`src/rtl/imem_loader_pkg.sv`:
```
// imem_loader_pkg
//   Shared definitions for the instruction-memory loader: the loader FSM
//   state encoding and the number of bytes that make up one instruction word.
//   No ports; imported by imem_loader and byte_assembler.
package imem_loader_pkg;

   localparam int WORD_WIDTH     = 32;
   localparam int BYTES_PER_WORD = WORD_WIDTH / 8;

   typedef enum logic [2:0] {
      IDLE  = 3'd0,
      RECV  = 3'd1,
      WRITE = 3'd2,
      DONE  = 3'd3,
      ERROR = 3'd4
   } state_t;

endpackage

```
`src/rtl/imem_loader_byte_assembler.sv`:
```
// byte_assembler
//   Collects a little-endian byte stream into instruction words. Byte k of a
//   word lands in bits [8k+7:8k]. The word register doubles as the memory
//   write-data output, so it holds its value between words.
// Ports:
//   clk, rst      clock, synchronous active-high reset
//   clear         discard any partial word (start of a new load)
//   in_valid      a byte is consumed this cycle
//   in_byte       the byte being consumed
//   word          assembled word (complete once word_valid has fired)
//   word_valid    high in the cycle the last byte of a word is consumed
module byte_assembler
   import imem_loader_pkg::*;
#(
   parameter int DATA_WIDTH = WORD_WIDTH
) (
   input  logic                  clk,
   input  logic                  rst,
   input  logic                  clear,
   input  logic                  in_valid,
   input  logic [7:0]            in_byte,
   output logic [DATA_WIDTH-1:0] word,
   output logic                  word_valid
);

   localparam int BYTES = DATA_WIDTH / 8;
   localparam int CW    = (BYTES > 1) ? $clog2(BYTES) : 1;

   logic [CW-1:0] count;

   assign word_valid = in_valid && (count == CW'(BYTES - 1));

   // Shifting each new byte in at the top leaves the first byte of the word
   // in the low lane once all BYTES bytes have arrived.
   always_ff @(posedge clk) begin
      if (rst || clear) begin
         count <= '0;
         word  <= '0;
      end else if (in_valid) begin
         word  <= {in_byte, word[DATA_WIDTH-1:8]};
         count <= word_valid ? '0 : count + 1'b1;
      end
   end

endmodule

```
`src/rtl/imem_loader.sv`:
```
// imem_loader
//   Loads a program into instruction memory before the processor runs.
//   Bytes arrive over a valid/ready handshake, are packed into words, and
//   each word is written at byte address word_index * 4. The processor is
//   held in reset until the requested number of words has been written.
// Handshake: a byte is consumed in a cycle where byte_valid && byte_ready;
//   byte_ready is high only while receiving, so bytes offered in any other
//   state are left untouched for the source.
// Ports:
//   clk, rst            clock, synchronous active-high reset
//   start, num_words    load request and its word count (checked on accept)
//   byte_valid/ready    byte stream handshake, byte_data the byte
//   mem_we/addr/wdata   instruction memory write port
//   cpu_rst             processor reset, low only after a completed load
//   busy/done/error     status flags
//   dbg_state           current FSM state for observation
module imem_loader
   import imem_loader_pkg::*;
#(
   parameter int DATA_WIDTH    = 32,
   parameter int ADDRESS_WIDTH = 32,
   parameter int MEM_SIZE      = 10
) (
   input  logic                     clk,
   input  logic                     rst,
   input  logic                     start,
   input  logic [ADDRESS_WIDTH-1:0] num_words,
   input  logic                     byte_valid,
   input  logic [7:0]               byte_data,
   output logic                     byte_ready,
   output logic                     mem_we,
   output logic [ADDRESS_WIDTH-1:0] mem_addr,
   output logic [DATA_WIDTH-1:0]    mem_wdata,
   output logic                     cpu_rst,
   output logic                     busy,
   output logic                     done,
   output logic                     error,
   output logic [2:0]               dbg_state
);

   localparam int BYTES = DATA_WIDTH / 8;

   state_t                   state, state_next;
   logic [ADDRESS_WIDTH-1:0] word_idx;
   logic [ADDRESS_WIDTH-1:0] count_latched;
   logic                     handshake;
   logic                     word_valid;
   logic                     start_open;
   logic                     count_bad;
   logic                     start_accept;
   logic                     last_word;
   logic                     ready_next, we_next, cpu_rst_next;
   logic                     busy_next, done_next, error_next;

   assign handshake    = byte_valid && byte_ready;
   assign start_open   = start && (state == IDLE || state == DONE || state == ERROR);
   assign count_bad    = (num_words == '0) || (num_words > ADDRESS_WIDTH'(MEM_SIZE));
   assign start_accept = start_open && !count_bad;
   assign last_word    = (word_idx + ADDRESS_WIDTH'(1)) == count_latched;
   assign mem_addr     = word_idx << $clog2(BYTES);
   assign dbg_state    = state;

   byte_assembler #(
      .DATA_WIDTH(DATA_WIDTH)
   ) u_asm (
      .clk       (clk),
      .rst       (rst),
      .clear     (start_accept),
      .in_valid  (handshake),
      .in_byte   (byte_data),
      .word      (mem_wdata),
      .word_valid(word_valid)
   );

   // State and registered outputs. Outputs are decoded from the next state
   // so that they line up with the state they describe.
   always_ff @(posedge clk) begin
      if (rst) begin
         state      <= IDLE;
         byte_ready <= 1'b0;
         mem_we     <= 1'b0;
         cpu_rst    <= 1'b1;
         busy       <= 1'b0;
         done       <= 1'b0;
         error      <= 1'b0;
      end else begin
         state      <= state_next;
         byte_ready <= ready_next;
         mem_we     <= we_next;
         cpu_rst    <= cpu_rst_next;
         busy       <= busy_next;
         done       <= done_next;
         error      <= error_next;
      end
   end

   always_comb begin
      state_next = state;
      case (state)
         IDLE, DONE, ERROR: begin
            if (start) state_next = count_bad ? ERROR : RECV;
         end
         RECV:    if (word_valid) state_next = WRITE;
         WRITE:   state_next = last_word ? DONE : RECV;
         default: state_next = IDLE;
      endcase
   end

   always_comb begin
      ready_next   = (state_next == RECV);
      we_next      = (state_next == WRITE);
      busy_next    = (state_next == RECV) || (state_next == WRITE);
      done_next    = (state_next == DONE);
      error_next   = (state_next == ERROR);
      cpu_rst_next = (state_next != DONE);
   end

   // Word index advances as each write retires; the count is captured only
   // on an accepted start so a start during a load cannot disturb it.
   always_ff @(posedge clk) begin
      if (rst) begin
         word_idx      <= '0;
         count_latched <= '0;
      end else if (start_accept) begin
         word_idx      <= '0;
         count_latched <= num_words;
      end else if (state == WRITE) begin
         word_idx      <= word_idx + ADDRESS_WIDTH'(1);
      end
   end

endmodule
```
`config.mk`:
```
export PLATFORM = sky130hd
export DESIGN_NAME = imem_loader
export DESIGN_NICKNAME = d
export VERILOG_FILES = /design/src/rtl/imem_loader_pkg.sv /design/src/rtl/imem_loader_byte_assembler.sv /design/src/rtl/imem_loader.sv
export SDC_FILE = /design/constraint.sdc
export NUM_CORES = 1
export LEC_CHECK = 0
export ABC_AREA = 1
export ABC_CLOCK_PERIOD_IN_PS = 3250
export BUFFER_PORTS_ARGS = -buffer_cell sky130_fd_sc_hd__buf_2
export CAP_MARGIN = 10
export CORE_UTILIZATION = 60
export CTS_CLUSTER_DIAMETER = 60
export CTS_CLUSTER_SIZE = 20
export DETAILED_ROUTE_END_ITERATION = 10
export MAX_ROUTING_LAYER = met4
export PLACE_DENSITY = 0.95
export SKIP_CTS_REPAIR_TIMING = 1
export SYNTH_ARGS = -nofsm -noshare
export SYNTH_HDL_FRONTEND = slang
export SYNTH_SLANG_ARGS = --single-unit
```
`constraint.sdc`:
```
create_clock -name clk -period 3.25 [get_ports clk]
set_input_delay 0.65 -clock clk [delete_from_list [all_inputs] [get_ports clk]]
set_output_delay 0.65 -clock clk [all_outputs]
set_load 0.02 [all_outputs]
```
==> impl_summary.txt <==
----------------------------------------------------
[Run status]
  Status ... finished clean

[Drt]
  Post-detailed-route wirelength per cell ... 13.0 um
  Detailed Routing Iterations Pass 1 ... 5
  Routed Antenna Nets ... 0
  Vias per cell ... 5.36
  Post-detailed-route DRC marker count ... 0
  Final wirelength ... 14,300 um
  First-iteration detailed-routing DRC count ... 515
  Total via count in the routed design ... 5,898

[Logic synthesis]
  Share of synthesized registers carrying an async set or reset ... 0%
  Top area cells in the synthesized netlist ... dfxtp_1 37%, nand2_1 17%, nand3_1 11%
  Share of synthesized area occupied by flip-flops and latches ... 36.8%
  Most common flop cell mapped by yosys ... dfxtp_1
  Distinct cell type count after synthesis ... 36
  Cell area after technology mapping ... 0.00582 sq mm
  Area share of the largest cell type after synthesis ... 36.8%
  Post-Syn Instances ... 894
  Number of synthesized flops with an enable pin ... 0
  Flip-flop and latch count after synthesis ... 107
  Post-synthesis area per instance ... 6.51 sq um
  Largest area contributor in the netlist ... dfxtp_1
  Yosys Warn Count ... 0

[Floorplanning]
  Area of the core region ... 0.00933 sq mm
  Horizontal die dimension ... 101 um
  Starting utilization of the core area ... 62.4%
  I/O pin total ... 117
  Standard-cell row count ... 35
  DIE AREA ... 0.0101 sq mm
  Die height ... 101 um

[Clock network]
  Total CTS buffers ... 9
  Deepest clock path buffer count ... 2
  TritonCTS clock tree ... done
  Clk sinks ... 107
  Root Driver ... clkbuf_8
  Clock slew seen by the registers of the worst setup and hold paths ... 0.12 ns
  Htree depth ... 3
  Clock latency of the later-clocked register in the worst-skew pair ... 0.39 ns

[Global route]
  Overall Global Routing Usage ... 29.7%
  First-pass GRT wire length ... 23,300 um
  Sum of overflow across all layers after global routing ... 0
  Largest net degree at the start of global routing ... 38
  Vias in the first global route ... 5,280
  Initial antenna violation count ... 0

[Setup path]
  Category of the critical setup timing path ... reg -> reg
  Kind of end point of the critical path ... flop
  Data arrival time at the worst-slack endpoint ... 2.74 ns
  Sort of element at the start of the critical path ... flop
  Max Fanout on Critical Path ... 6
  Required time at the endpoint of the critical path ... 3.55 ns

[STA]
  Measured slew at the worst slew-check pin ... 0.579 ns
  Final min period ... 2.44 ns
  Setup violation total in the final timing report ... 0
  RSZ-0062 raised after global routing ... no
  Layout Skew ... 0.0145 ns
  Setup ws final ... 0.805 ns
  Number of hold violations in the final report ... 0
  Final setup TNS ... 0 ns
  Count of final max-slew check failures ... 0
  Worst-case headroom to the max-slew limit ... 61.4%
  Highest Clock Rate ... 0.409 GHz
  Final hold slack ... 0.466 ns
  Part of the cycle the worst path needs ... 75.2%

[Place]
  Worst setup slack after placement ... 0.638 ns
  Placement Cell Area ... 0.00627 sq mm
  Post-DP HPWL ... 10,100 um
  Number of buffers inserted by port buffering ... 114
  GPL Wtd Cong ... 0.926

[Cells and area]
  Area grow syn2layout ... 11.4%
  Final #Nets ... 1,012
  Final Instance Area ... 0.00648 sq mm
  Number of diodes ... 0
  Number of fillers in the final layout ... 785
  Ratio of cells with drive above 1 in the final layout ... 18.1%

[Pwr]
  LEAKAGE ... 3.09 nW
  Total power after layout ... 2.25 mW
  Proportion of power drawn by combinational gates ... 3.4%
  P_int ... 1.66 mW
  Peak ir drop on the vdd network ... 0.198 mV
  Part of the total power dissipated in the clock network ... 38.2%
  Power density of the placed cells ... 347 mW/mm^2
  Sequential power share ... 58.4%
  Switching Power ... 0.594 mW
  Sw frac ... 26.4%

[Run]
  Max-cap check violation count ... 0

[Hold path]
  Worst min path class ... reg -> reg

----------------------------------------------------
==> placed cells by master, fill, tap and decap left out, types with 4 or more instances in the layout <==
cell and n:
nor2_2 5, nand2_2 15, o21ai_0 13, a21oi_1 71, nand4_1 4, nor3_1 5, buf_2 114, nor2_4 7
nand3_1 128, nor2_1 67, clkbuf_8 9, nand2_1 262, buf_4 6, nand3b_1 9, inv_1 111, dfxtp_1 107
==> flip-flops by register name, indices dropped and copies added, names as in the netlist <==
register and count:
count_latched 32, u_asm.word 32, word_idx 32, dbg_state 3, u_asm.count 2, busy 1
byte_ready 1, cpu_rst 1, done 1, error 1, mem_we 1
==> path summary, 6_finish.rpt <==
kind | slack, ns | end | startpoint | cells after the start
setup / recovery | 0.81 | busy | word_idx[0] | 14
hold / removal | 0.47 | u_asm.word[7] | u_asm.word[7] | 2
setup reg to reg | 0.81 | busy | word_idx[0] | 14
hold reg to reg | 0.47 | u_asm.word[7] | u_asm.word[7] | 2
==> area by class of cell <==
class / instances / area (sq um) / share of cell area [%]
multi-input combinational: 614 / 2910 / 44.8
timing repair buffer: 121 / 636 / 9.80
sequential: 107 / 2140 / 33.0
clock inverter: 7 / 91.3 / 1.41
clock buffer: 9 / 124 / 1.91
tap: 129 / 161 / 2.49
inverter: 113 / 424 / 6.54
==> layer usage <==
metal / up-vias / wire [um] / GRT usage (%)
met3: 38 / 1180 / 5.89
li1: 2942 / - / -
met1: 2629 / 5850 / 36.7
met4: 0 / 368 / 11.3
met5: - / 0 / -
met2: 289 / 6880 / 48.1
==> metrics by stage <==
| stage | instances | utilization (%) |
|---|---|---|
| after global placement | 1084 | 67.2 |
| final | 1100 | 69.5 |
| after global routing | 1100 | 69.5 |
| after CTS | 1100 | 69.5 |
| after floorplan | 895 | - |
| after detailed placement | 1084 | 67.2 |
==> cell usage after synthesis (all sizes together), types with 4 or more instances <==
library cell,n
o21ai,15
dfxtp,107
inv,112
nand3b,9
nor2,82
nor3,6
buf,37
nand3,129
nand2,280
nand4,4
clkbuf,24
a21oi,71
==> power groups by stage <==
stage	sequential [mW]	combinational, mW	clock (mW)
5_1_grt	1.31	0.0833	0.925
3_3_place_gp	1.34	0.0739	0
4_1_cts	1.31	0.0756	0.862
6_report	1.31	0.0758	0.860
3_5_place_dp	1.34	0.0754	0
2_1_floorplan	1.35	0.0366	0
==> kinds of logic (layout without fill, tap and decap cells) <==
group                    Yosys count  count (layout)  share of synthesized area [%]
XOR/XNOR                           3               3                          0.752
AO/OA/AOI/OAI                     91              91                           8.10
buffers and inverters            174             250                           13.4
adder cells (fa/ha/maj)            2               2                          0.430
other                              1               2                         0.0644
AND/OR/NAND/NOR                  516             516                           40.5
flip-flops                       107             107                           36.8
==> worst max-delay path: stages, from the launching register on <==
cell and delay, ns:
dfxtp_1 0.45, ha_1 0.25, nand2_2 0.13, nor2_8 0.21, nand3_1 0.22, nand2_1 0.16, nand2_1 0.08, nand2_1 0.08
nand2_1 0.07, nor2_1 0.11, nand3_1 0.11, nor2_2 0.15, nand3_2 0.15, nand3_1 0.13, nand2_1 0.05
Power figures use the tool's default switching activity.
